`src/rtl/hilo_pkg.sv`:
```
// Shared encodings for the HI/LO register pair and its iterative divider.
// The optional bypass feature is selected with HILO_FORWARD_EN in hilo_div_unit.
package hilo_pkg;

    localparam int DIV_ITERS = 32;
    localparam int CNT_W     = $clog2(DIV_ITERS);

    // MoveOp encodings; 2'b11 is reserved and behaves as no-op.
    localparam logic [1:0] MOVE_NONE = 2'b00;
    localparam logic [1:0] MOVE_HI   = 2'b01;
    localparam logic [1:0] MOVE_LO   = 2'b10;

    typedef enum logic [1:0] {
        ST_IDLE = 2'b00,
        ST_DIV  = 2'b01,
        ST_FIX  = 2'b10
    } div_state_e;

endpackage

```
`src/rtl/hilo_div_step.sv`:
```
// One restoring-division iteration: shift the next dividend bit into the
// partial remainder, trial-subtract the divisor, keep or restore.
module hilo_div_step #(
    parameter int WIDTH = 32
) (
    input  logic [WIDTH-1:0] rem_i,
    input  logic [WIDTH-1:0] quo_i,
    input  logic [WIDTH-1:0] div_i,
    output logic [WIDTH-1:0] rem_o,
    output logic [WIDTH-1:0] quo_o
);

    logic [WIDTH:0] rem_sh;
    logic [WIDTH:0] diff;

    always_comb begin
        rem_sh = {rem_i, quo_i[WIDTH-1]};
        diff   = rem_sh - {1'b0, div_i};
        // A restore only happens when rem_sh < divisor, so the dropped top bit is zero.
        if (diff[WIDTH]) begin
            rem_o = rem_sh[WIDTH-1:0];
        end else begin
            rem_o = diff[WIDTH-1:0];
        end
        quo_o = {quo_i[WIDTH-2:0], ~diff[WIDTH]};
    end

endmodule

```
`src/rtl/hilo_div_unit.sv`:
```
// Architectural HI/LO pair with mult capture, mthi/mtlo and a 33-cycle div/divu.
// Define HILO_FORWARD_EN to bypass same-cycle writes onto the HI/LO outputs.
module hilo_div_unit
    import hilo_pkg::*;
#(
    parameter int WIDTH = 32
) (
    input  logic             Clk,
    input  logic             Rst,
    input  logic             WriteEn,
    input  logic [WIDTH-1:0] HIIn,
    input  logic [WIDTH-1:0] LOIn,
    input  logic [1:0]       MoveOp,
    input  logic [WIDTH-1:0] MoveData,
    input  logic             DivStart,
    input  logic             DivSigned,
    input  logic [WIDTH-1:0] Dividend,
    input  logic [WIDTH-1:0] Divisor,
    output logic [WIDTH-1:0] HI,
    output logic [WIDTH-1:0] LO,
    output logic             Busy,
    output logic             DivDone,
    output logic             DivByZero,
    output logic [1:0]       DbgState
);

    div_state_e       state_q, state_d;
    logic [CNT_W-1:0] cnt_q, cnt_d;
    logic [WIDTH-1:0] rem_q, rem_d;
    logic [WIDTH-1:0] quo_q, quo_d;
    logic [WIDTH-1:0] dvs_q, dvs_d;
    logic             neg_quo_q, neg_quo_d;
    logic             neg_rem_q, neg_rem_d;
    logic             zero_q, zero_d;
    logic [WIDTH-1:0] hi_q, hi_d;
    logic [WIDTH-1:0] lo_q, lo_d;
    logic             done_q, done_d;
    logic             dbz_q, dbz_d;

    logic             a_neg, b_neg;
    logic [WIDTH-1:0] a_mag, b_mag;
    logic [WIDTH-1:0] step_rem, step_quo;

    hilo_div_step #(.WIDTH(WIDTH)) u_step (
        .rem_i (rem_q),
        .quo_i (quo_q),
        .div_i (dvs_q),
        .rem_o (step_rem),
        .quo_o (step_quo)
    );

    always_comb begin
        a_neg = DivSigned & Dividend[WIDTH-1];
        b_neg = DivSigned & Divisor[WIDTH-1];
        a_mag = a_neg ? (~Dividend + 1'b1) : Dividend;
        b_mag = b_neg ? (~Divisor + 1'b1) : Divisor;
    end

    always_comb begin
        state_d   = state_q;
        cnt_d     = cnt_q;
        rem_d     = rem_q;
        quo_d     = quo_q;
        dvs_d     = dvs_q;
        neg_quo_d = neg_quo_q;
        neg_rem_d = neg_rem_q;
        zero_d    = zero_q;
        done_d    = 1'b0;
        dbz_d     = 1'b0;

        case (state_q)
            ST_IDLE: begin
                if (DivStart) begin
                    state_d   = ST_DIV;
                    cnt_d     = CNT_W'(DIV_ITERS - 1);
                    rem_d     = '0;
                    quo_d     = a_mag;
                    dvs_d     = b_mag;
                    neg_quo_d = a_neg ^ b_neg;
                    neg_rem_d = a_neg;
                    zero_d    = (Divisor == '0);
                end
            end
            ST_DIV: begin
                rem_d = step_rem;
                quo_d = step_quo;
                if (cnt_q == '0) begin
                    state_d = ST_FIX;
                end else begin
                    cnt_d = cnt_q - 1'b1;
                end
            end
            ST_FIX: begin
                state_d = ST_IDLE;
                done_d  = 1'b1;
                dbz_d   = zero_q;
            end
            default: state_d = ST_IDLE;
        endcase
    end

    // Division result beats WriteEn, WriteEn beats MoveOp; nothing else writes while busy.
    always_comb begin
        hi_d = hi_q;
        lo_d = lo_q;
        if (state_q == ST_FIX) begin
            hi_d = neg_rem_q ? (~rem_q + 1'b1) : rem_q;
            if (zero_q) begin
                lo_d = '1;
            end else begin
                lo_d = neg_quo_q ? (~quo_q + 1'b1) : quo_q;
            end
        end else if (state_q == ST_IDLE) begin
            if (WriteEn) begin
                hi_d = HIIn;
                lo_d = LOIn;
            end else if (MoveOp == MOVE_HI) begin
                hi_d = MoveData;
            end else if (MoveOp == MOVE_LO) begin
                lo_d = MoveData;
            end
        end
    end

    always_ff @(posedge Clk) begin
        if (Rst) begin
            state_q   <= ST_IDLE;
            cnt_q     <= '0;
            rem_q     <= '0;
            quo_q     <= '0;
            dvs_q     <= '0;
            neg_quo_q <= 1'b0;
            neg_rem_q <= 1'b0;
            zero_q    <= 1'b0;
            hi_q      <= '0;
            lo_q      <= '0;
            done_q    <= 1'b0;
            dbz_q     <= 1'b0;
        end else begin
            state_q   <= state_d;
            cnt_q     <= cnt_d;
            rem_q     <= rem_d;
            quo_q     <= quo_d;
            dvs_q     <= dvs_d;
            neg_quo_q <= neg_quo_d;
            neg_rem_q <= neg_rem_d;
            zero_q    <= zero_d;
            hi_q      <= hi_d;
            lo_q      <= lo_d;
            done_q    <= done_d;
            dbz_q     <= dbz_d;
        end
    end

`ifdef HILO_FORWARD_EN
    assign HI = hi_d;
    assign LO = lo_d;
`else
    assign HI = hi_q;
    assign LO = lo_q;
`endif

    assign Busy      = (state_q != ST_IDLE);
    assign DivDone   = done_q;
    assign DivByZero = dbz_q;
    assign DbgState  = state_q;

endmodule

```
`config.mk`:
```
export PLATFORM = sky130hd
export DESIGN_NAME = hilo_div_unit
export DESIGN_NICKNAME = d
export VERILOG_FILES = /design/src/rtl/hilo_pkg.sv /design/src/rtl/hilo_div_step.sv /design/src/rtl/hilo_div_unit.sv
export SDC_FILE = /design/constraint.sdc
export NUM_CORES = 1
export LEC_CHECK = 0
export BUFFER_PORTS_ARGS = -buffer_cell sky130_fd_sc_hd__buf_2
export CAP_MARGIN = 15
export CORE_ASPECT_RATIO = 0.6
export CORE_UTILIZATION = 51
export DETAILED_ROUTE_END_ITERATION = 6
export GPL_TIMING_DRIVEN = 0
export PLACE_DENSITY = 0.78
export SYNTH_ARGS = -nofsm -noshare
export SYNTH_HDL_FRONTEND = slang
export SYNTH_SLANG_ARGS = --single-unit
```
`constraint.sdc`:
```
create_clock -name Clk -period 3.2 [get_ports Clk]
set_clock_uncertainty 0.2 [all_clocks]
set_input_delay 0.64 -clock Clk [delete_from_list [all_inputs] [get_ports Clk]]
set_output_delay 0.64 -clock Clk [all_outputs]
set_load 0.03 [all_outputs]
```
* Yosys cells after proc, flatten, opt, wreduce, memory -nomap -nowiden
Index checks and enable logic that the tools add are counted.
** Cells by class
- Add/subtract/negate cells :: 6
- Equality and inequality tests :: 8
- Mux-type cells :: 26
- Bitwise gates (word level) :: 9
- Reductions and logical operators :: 15
** Operators with widths (count)
- 2-to-1 mux 32 bit :: 17
- adder 32 x 1 -> 32 bit, second input constant :: 4
- inverter 32 bit :: 4
- one-hot mux 32 bit (2 select lines) :: 2
- subtractor 33 x 32 -> 33 bit :: 1
- logical NOT 32 bit :: 1
- 2-to-1 mux 5 bit :: 2
- one-hot mux 5 bit (2 select lines) :: 1
- AND reduction 2 bit :: 4
- != test 2 bit, second input constant :: 3
- AND reduction 3 bit :: 2
- nonzero test 2 bit :: 3
- nonzero test 3 bit :: 2
- logical NOT 5 bit :: 1
- subtractor 5 x 1 -> 5 bit, second input constant :: 1
- == test 2 x 1 -> 1 bit, second input constant :: 2
- == test 2 bit, second input constant :: 2
- 2-to-1 mux 2 bit :: 2
- one-hot mux 2 bit (2 select lines) :: 1
- != test 3 bit, second input constant :: 1
- bitwise AND 1 bit :: 2
- logical NOT 2 bit :: 1
- inverter 1 bit :: 2
- OR reduction 2 bit :: 1
- other kinds (2) :: 2
** Storage, ports and cells
- Register bits after elaboration :: 172

* Longest topological paths before layout
Gate-level depths: netlist of the first run.
- Depth in word-level cells :: 6
- Gate-level depth with buffers :: 13

* Cells and area by module
A second synthesis of the first run with hierarchy kept.
** Unflattened totals
- Cell total of the unflattened synthesis :: 1628
- Area total of the unflattened synthesis :: 12811.0 µm²
** Modules (own cells, without submodules)
- hilo_div_unit :: times used 1, cells an instance 1286, area each 10322.4 µm²
- hilo_div_step :: times used 1, cells an instance 342, area each 2488.6 µm²

* Least setup slack after synthesis of the first run
OpenSTA, ideal clock, no wires.
- Path kind :: register -> register
- Start point :: register rem_q[24]
- End point :: register rem_q[20]
- Setup time :: 0.129 ns
- Arrival time :: 3.054 ns
- Required time :: 2.871 ns
- Slack :: -0.182 ns
- Stages on the path, launching flop included :: 12
- Path buffers :: 2
- Cell sequence :: dfxtp_1 ha_1 clkbuf_1 and3_1 nand2_1 or4_1 a211oi_1 nor2_1 o311ai_1 buf_2 mux2i_1 o21ai_0
** Between the ends
- Word-level cells in the longest chain between the ends :: 3
** RTL lines
- start, declared :: line hilo_div_unit.sv:29 : logic [WIDTH-1:0] rem_q, rem_d;
- start signal, assigned :: line hilo_div_unit.sv:142 : rem_q <= rem_d;
- subtractor 33 x 32 -> 33 bit :: line hilo_div_step.sv:18 : diff = rem_sh - {1'b0, div_i};
- 2-to-1 mux 32 bit :: line hilo_div_step.sv:20 : if (diff[WIDTH]) begin
- one-hot mux 32 bit (2 select lines) :: line hilo_div_unit.sv:71 : case (state_q)
No other way between the ends.
A chain may end at the register's enable or synchronous reset.

* Final worst setup path of the first run
- Start point :: register rem_q[7]
- End point :: register hi_q[29] (netlist: HI[29])
** Between the ends
- Word-level cells in the longest chain between the ends :: 4
** RTL lines
- inverter 32 bit :: line hilo_div_unit.sv:107 : hi_d = neg_rem_q ? (~rem_q + 1'b1) : rem_q;
- adder 32 x 1 -> 32 bit :: line hilo_div_unit.sv:107
- 2-to-1 mux 32 bit :: line hilo_div_unit.sv:107
- 2-to-1 mux 32 bit :: line hilo_div_unit.sv:106 : if (state_q == ST_FIX) begin
- end signal, assigned :: line hilo_div_unit.sv:148 : hi_q <= hi_d;
- end, declared :: line hilo_div_unit.sv:35 : logic [WIDTH-1:0] hi_q, hi_d;
No other way between the ends.

==> impl_metrics.yaml, run 1 <==
clock_network:
  htree_levels: 4
  clock_path_buffers: 2
  cts_inserted_buffers: 17
  worstSkewPairLatency_ns: 0.45
  cts_tree: "built"
  cts-root-buf: "clkbuf_16"
  clk_pin_slew_ns: 0.07
  cts.sinks: 172
floorplanning:
  core_um2: 22300
  row_count: 42
  die_h_um: 120
  dieWidth_um: 198
  die_area_um2: 23700
  ios: 236
  initial_core_util_pct: 52.6
grt:
  grt_pass1_vias: 11400
  antenna_found_initial: 0
  track_usage_pct: 37.2
  grt_overflow: 0
  grt_pass1_wl_mm: 66.5
  grt_max_degree: 17
outcome:
  status: "complete, but fails checks"
  violations: "DRC, setup timing"
pwr:
  p_comb_share_pct: 59.9
  seqPwrFrac_pct: 22.3
  p_switching_mw: 5.68
  p_leak_nw: 5.86
  pwr-share-clk_pct: 17.7
  internal_power_mw: 7.15
  ir_drop_v: 0.000589
  sw_frac_of_total_pct: 44.3
  power.density_nw_per_um2: 884
placed_design:
  postPlaceCellArea_um2: 13300
  hpwl_mm: 34.8
  gp_congestion: 1.00
  portBuffers: 234
  dp_slack_ns: -0.776
logic_synthesis:
  syn_avg_cell_area_um2: 7.74
  ys_seq_area_share_pct: 29.3
  synth-seq-cells: 172
  synthArstFlopShare_pct: 0
  netlist_area_um2: 11700
  syn_nets: 1723
  ys_warn_count: 0
  synth_cell_types: 72
  synth_cells: 1517
  synth-main-ff-cell: "dfxtp_1"
  synth_edf_count: 0
run:
  drv_cap: 0
timing:
  maxSlewHeadroom_pct: 46.0
  timing.hold.ws_ns: 0.262
  period_minus_slack_ns: 3.44
  hold_violations: 0
  max_freq_ghz: 0.291
  post-route-period-util_pct: 107
  fin_ws_ns: -0.237
  worst_pin_slew_ns: 0.810
  setup_viol: 17
  rsz0062_at_grt: "yes"
  slew_violations: 0
worst_setup_path:
  critPathKind: "reg2reg"
  startpoint_type: "register"
  cp_data_required_time_ns: 3.33
  arrival_ns: 3.57
  crit_fanout: 5
  critPathCaptureType: "register"
finish:
  multi_input_area_um2: 8000
  fillCellCount: 1934
  regArea_um2: 3470
  final_core_util_pct: 65.0
  fin_area_um2: 14500
  layout-drive-gt1-share_pct: 21.9
  diodes: 0
  nNetsFinal: 1994
  area_growth_pct: 23.7
route:
  initialDrtViolationCount: 1722
  wl_per_cell_um: 21.4
  route.detailed.drc: 5
  drt_first_pass_iters: 7
  num_vias: 13100
  drt_wl_total_mm: 45.0
  viasPerCell: 6.22
  drt.antenna.violating_nets: 0
min_path:
  worst_hold_path_type: "reg2reg"
per-layer routing:
| layer | wire (um) | vias up | GRT usage [%] |
|---|---|---|---|
| met4 | 954 | 0 | 10.9 |
| met3 | 6260 | 76 | 12.3 |
| met5 | 0 | - | 0 |
| li1 | - | 6056 | - |
| met2 | 17200 | 809 | 48.6 |
| met1 | 20600 | 6175 | 56.4 |
cell families (layout without fill, tap and decap cells):
family	after synthesis	in the layout	share of synthesized area (%)
muxes	46	46	3.95
buffers and inverters	154	438	5.61
AOI/OAI and AO/OA	508	508	27.9
DFF	172	172	29.3
and+or+nand+nor	452	452	18.1
xor gates and xnor gates	146	146	10.9
adders and majority gates	39	39	4.22
cell usage after synthesis (4+ instances only):
library cell / instances / share of area (%)
dfxtp_1: 172 / 29
a21oi_1: 171 / 7.3
nand2_1: 142 / 4.5
nor2_1: 142 / 4.5
o21ai_0: 101 / 4.3
xor2_1: 96 / 7.2
clkbuf_1: 82 / 2.6
inv_1: 51 / 1.6
xnor2_1: 50 / 3.7
a211oi_1: 46 / 2.9
mux2i_1: 43 / 3.7
ha_1: 38 / 4.0
a22oi_1: 30 / 1.9
nor2b_1: 30 / 1.6
o31ai_1: 29 / 1.9
a221oi_1: 28 / 2.1
nor3_1: 28 / 1.2
nand3_1: 21 / 0.89
o41ai_1: 19 / 1.4
o221ai_1: 18 / 1.3
or3_1: 15 / 0.80
nand2b_1: 11 / 0.59
nor4_1: 10 / 0.53
or4_1: 10 / 0.64
a21o_1: 9 / 0.58
buf_1: 8 / 0.26
o21bai_1: 8 / 0.51
and2_1: 7 / 0.37
and3_1: 7 / 0.37
a311oi_1: 6 / 0.45
nand4_1: 6 / 0.32
o211ai_1: 6 / 0.38
o21a_1: 6 / 0.38
or4_4: 6 / 0.58
a31oi_1: 5 / 0.27
buf_6: 4 / 0.38
clkbuf_8: 4 / 0.47
layout by cell type (no fill, tap or decap), types with 8 or more instances in the layout:
cell type    n
a22oi_1     30
nand2_1    140
clkbuf_16   17
dfxtp_2     11
or3_1       13
o41ai_1     17
o31ai_1     24
nand2b_1    10
buf_4       25
nand3_1     21
buf_1        8
a211oi_1    41
mux2i_1     42
clkbuf_1    75
nor3_1      26
o21ai_0     94
nor4_1       9
a21oi_1    167
xor2_1      95
nor2_1     141
o221ai_1    18
dfxtp_1    158
xnor2_1     47
a21o_1       9
inv_1       50
buf_2      234
or4_4        9
nor2b_1     28
o21bai_1     8
ha_1        31
a221oi_1    27
per-stage QoR:
step | total power [mW] | setup TNS, ns | instances
6_report | 12.8 | -1.34 | 2109
3_3_place_gp | 8.80 | -23.01 | 2059
2_1_floorplan | 7.42 | -0.0513 | 1517
4_1_cts | 12.0 | -5.07 | 2098
3_5_place_dp | 8.91 | -23.05 | 2059
5_1_grt | 13.4 | -3.61 | 2109
final timing paths:
kind | from | to | slack (ns) | cells after the start
max | rem_q[7] | HI[29] | -0.24 | 8
min | HI[22] | HI[22] | 0.26 | 2
max reg2reg | rem_q[7] | HI[29] | -0.24 | 8
min reg2reg | HI[22] | HI[22] | 0.26 | 2
power by group through the flow:
stage               sequential [mW]  combinational, mW  clock (mW)
floorplan                      2.90               4.52           0
global placement               2.85               5.95           0
detailed placement             2.86               6.05           0
CTS                            2.83               6.94        2.27
global route                   2.89               8.15        2.37
finish                         2.87               7.69        2.27
worst max-delay path, cell delays in order (launching register included):
cell and delay (ns):
dfxtp_4 0.34, or4_4 0.55, or4_4 0.48, or4_4 0.52, or4_4 0.48, o31ai_4 0.23
xnor2_2 0.09, a211oi_2 0.32, nor3_1 0.09
registers in the layout, indices dropped and copies added (netlist names):
register	flops
DbgState	2
rem_q	32
LO	32
cnt_q	5
HI	32
quo_q	32
neg_rem_q	1
DivByZero	1
neg_quo_q	1
dvs_q	32
DivDone	1
zero_q	1
timing repair:
action / in CTS / in global routing
pin swaps: 17 / 15
resized for setup: 60 / 44
buffers inserted: 9 / 14
setup endpoints to repair: 48 / 49
hold buffers: 0 / 0
gates cloned: 1 / 0
layout make-up:
class                   instances  area share [%]
clock inverters                13            1.30
inverters                      51            1.32
plain buffers                  97            3.40
flip-flops and latches        172            23.9
well taps                     308            2.65
clock buffers                  19            3.05
multi-input cells            1191            55.1
repair buffers                258            9.33
Note: power is estimated with default switching activity, not from simulation.
==> run 2: changes to the inputs <==
CORE_ASPECT_RATIO = unset   (was 0.6)
==> impl_metrics.yaml, run 2 (synthesized netlist as in run 1, its figures left out) <==
clock_network:
  cts.sinks: 172
  clock_path_buffers: 2
  htree_levels: 4
  cts-root-buf: "clkbuf_16"
  cts_tree: "built"
  cts_inserted_buffers: 17
  clk_pin_slew_ns: 0.07
  worstSkewPairLatency_ns: 0.45
  ctsHoldBuffers: 0
timing:
  timing.hold.ws_ns: 0.256
  period_minus_slack_ns: 3.52
  hold_violations: 0
  fin_ws_ns: -0.317
  setup_viol: 41
  rsz0062_at_grt: "yes"
  worst_pin_slew_ns: 0.812
  slew_violations: 0
  max_freq_ghz: 0.284
  maxSlewHeadroom_pct: 45.9
  post-route-period-util_pct: 110
pwr:
  p_switching_mw: 5.93
  sw_frac_of_total_pct: 43.7
  internal_power_mw: 7.64
  pwr-share-clk_pct: 15.9
  power.density_nw_per_um2: 928
  seqPwrFrac_pct: 21.2
  power.total_mw: 13.6
  p_leak_nw: 5.90
  p_comb_share_pct: 62.9
  ir_drop_v: 0.000735
worst_setup_path:
  critPathCaptureType: "register"
  critPathKind: "reg2reg"
  cpMostUsedCell: "or4_4"
  crit_family: "simple AND/OR/NAND/NOR gates"
  path_cells: "or4_4 > or4_4 > or4_4 > or4_4 > o41ai_4 > xor2_2 > o21ai_2 > o211ai_2 > a21oi_2"
  cp.buffers_inverters: 0
  r2r_start: "rem_q[7]"
  regToRegSetupSlack_ns: -0.32
  worst_path_largest_cell_delay_ns: 0.53
  cpMaxStageDelayCell: "or4_4"
  cp_data_required_time_ns: 3.37
  startpoint_type: "register"
  arrival_ns: 3.69
  reg2reg_to: "HI[27]"
  ff2ff_path_depth: 9
  crit_fanout: 5
floorplanning:
  initial_core_util_pct: 51.9
  ios: 236
  dieWidth_um: 154
  die_area_um2: 23600
  die_h_um: 154
  core_um2: 22600
  row_count: 55
finish:
  nNetsFinal: 2002
  layout_commonest_cell: "buf_2"
  final_core_util_pct: 64.6
  area_growth_pct: 24.5
  fin_area_um2: 14600
  mostFrequentLayoutCells: "234 x buf_2, 168 x a21oi_1, 160 x dfxtp_1, 141 x nor2_1, 136 x nand2_1"
  layout-drive-gt1-share_pct: 22.3
  fillCellCount: 1912
grt:
  met3_usage_pct: 9.72
  grt_max_degree: 17
  grt_pass1_vias: 11700
  antenna_found_initial: 2
  grt_overflow: 0
  track_usage_pct: 34.4
  use_met1_pct: 45.4
  grt_pass1_wl_mm: 63.6
  met2_usage_pct: 53.1
  busiest_layer: "met2"
outcome:
  status: "complete, but fails checks"
  violations: "DRC, setup timing"
route:
  viasPerCell: 6.30
  drt_first_pass_iters: 7
  drt.antenna.violating_nets: 0
  drt_wl_total_mm: 42.9
  initialDrtViolationCount: 1588
  num_vias: 13200
  wl_per_cell_um: 20.5
  route.detailed.drc: 1
placed_design:
  hpwl_mm: 32.5
  postPlaceCellArea_um2: 13300
  portBuffers: 234
  gp_congestion: 0.992
  dp_slack_ns: -0.782
min_path:
  worst_hold_path.endpoint: "HI[22]"
  worst_hold_path_type: "reg2reg"
  hp-start: "HI[22]"
  hold_path_depth: 2
run:
  drv_cap: 0
-- run 2: per-stage QoR --
stage          cells  TNS (ns)
6_report        2095     -3.43
4_1_cts         2076     -4.42
3_5_place_dp    2036    -21.16
2_1_floorplan   1517   -0.0513
5_1_grt         2094     -6.93
3_3_place_gp    2036    -19.69
-- run 2: worst max path at each step --
stage | to | startpoint | depth (start not counted) | slack, ns
6_report | HI[27] | rem_q[7] | 9 | -0.32
5_1_grt | HI[27] | rem_q[7] | 9 | -0.35
4_1_cts | HI[27] | rem_q[7] | 9 | -0.30
3_5_place_dp | rem_q[23] | rem_q[25] | 11 | -0.78
3_3_place_gp | rem_q[23] | rem_q[25] | 11 | -0.73
2_1_floorplan | HI[27] | rem_q[7] | 9 | -0.05
-- run 2: cell type report --
cell class / instances / area, um2 / share of cell area [%]
Sequential cell: 172 / 3470 / 23.7
Buffer: 97 / 489 / 3.35
Inverter: 51 / 191 / 1.31
Multi-Input combinational cell: 1191 / 8030 / 54.9
Clock inverter: 13 / 154 / 1.05
Timing Repair Buffer: 266 / 1480 / 10.1
Clock buffer: 19 / 443 / 3.03
Antenna cell: 1 / 2.50 / 0.0171
Tap cell: 285 / 357 / 2.44
-- run 2: power by group through the flow --
| stage | clock network [mW] | logic [mW] | registers [mW] |
|---|---|---|---|
| 3_5_place_dp | 0 | 6.00 | 2.87 |
| 5_1_grt | 2.25 | 8.99 | 2.90 |
| 4_1_cts | 2.15 | 6.70 | 2.82 |
| 6_report | 2.16 | 8.53 | 2.88 |
| 2_1_floorplan | 0 | 4.52 | 2.90 |
| 3_3_place_gp | 0 | 5.89 | 2.86 |
-- run 2: worst min-delay path: cells and delay by family (launching register included) --
family | cells | cell delay (ns)
AO/OA/AOI/OAI | 1 | 0.05
flip-flops | 1 | 0.31
AND/OR/NAND/NOR | 1 | 0.05
-- run 2: routing by layer --
layer,part of all wire [%],vias to the layer above
li1,-,6080
met1,41,6215
met2,44,779
met3,11,117
met4,3.6,0
met5,0,-
-- run 2: timing repair --
item,4_1_cts,5_1_grt
buffers inserted,9,19
pin swaps,7,22
cloned,0,4
resized for setup,35,117
endpoints found under the setup margin,44,52
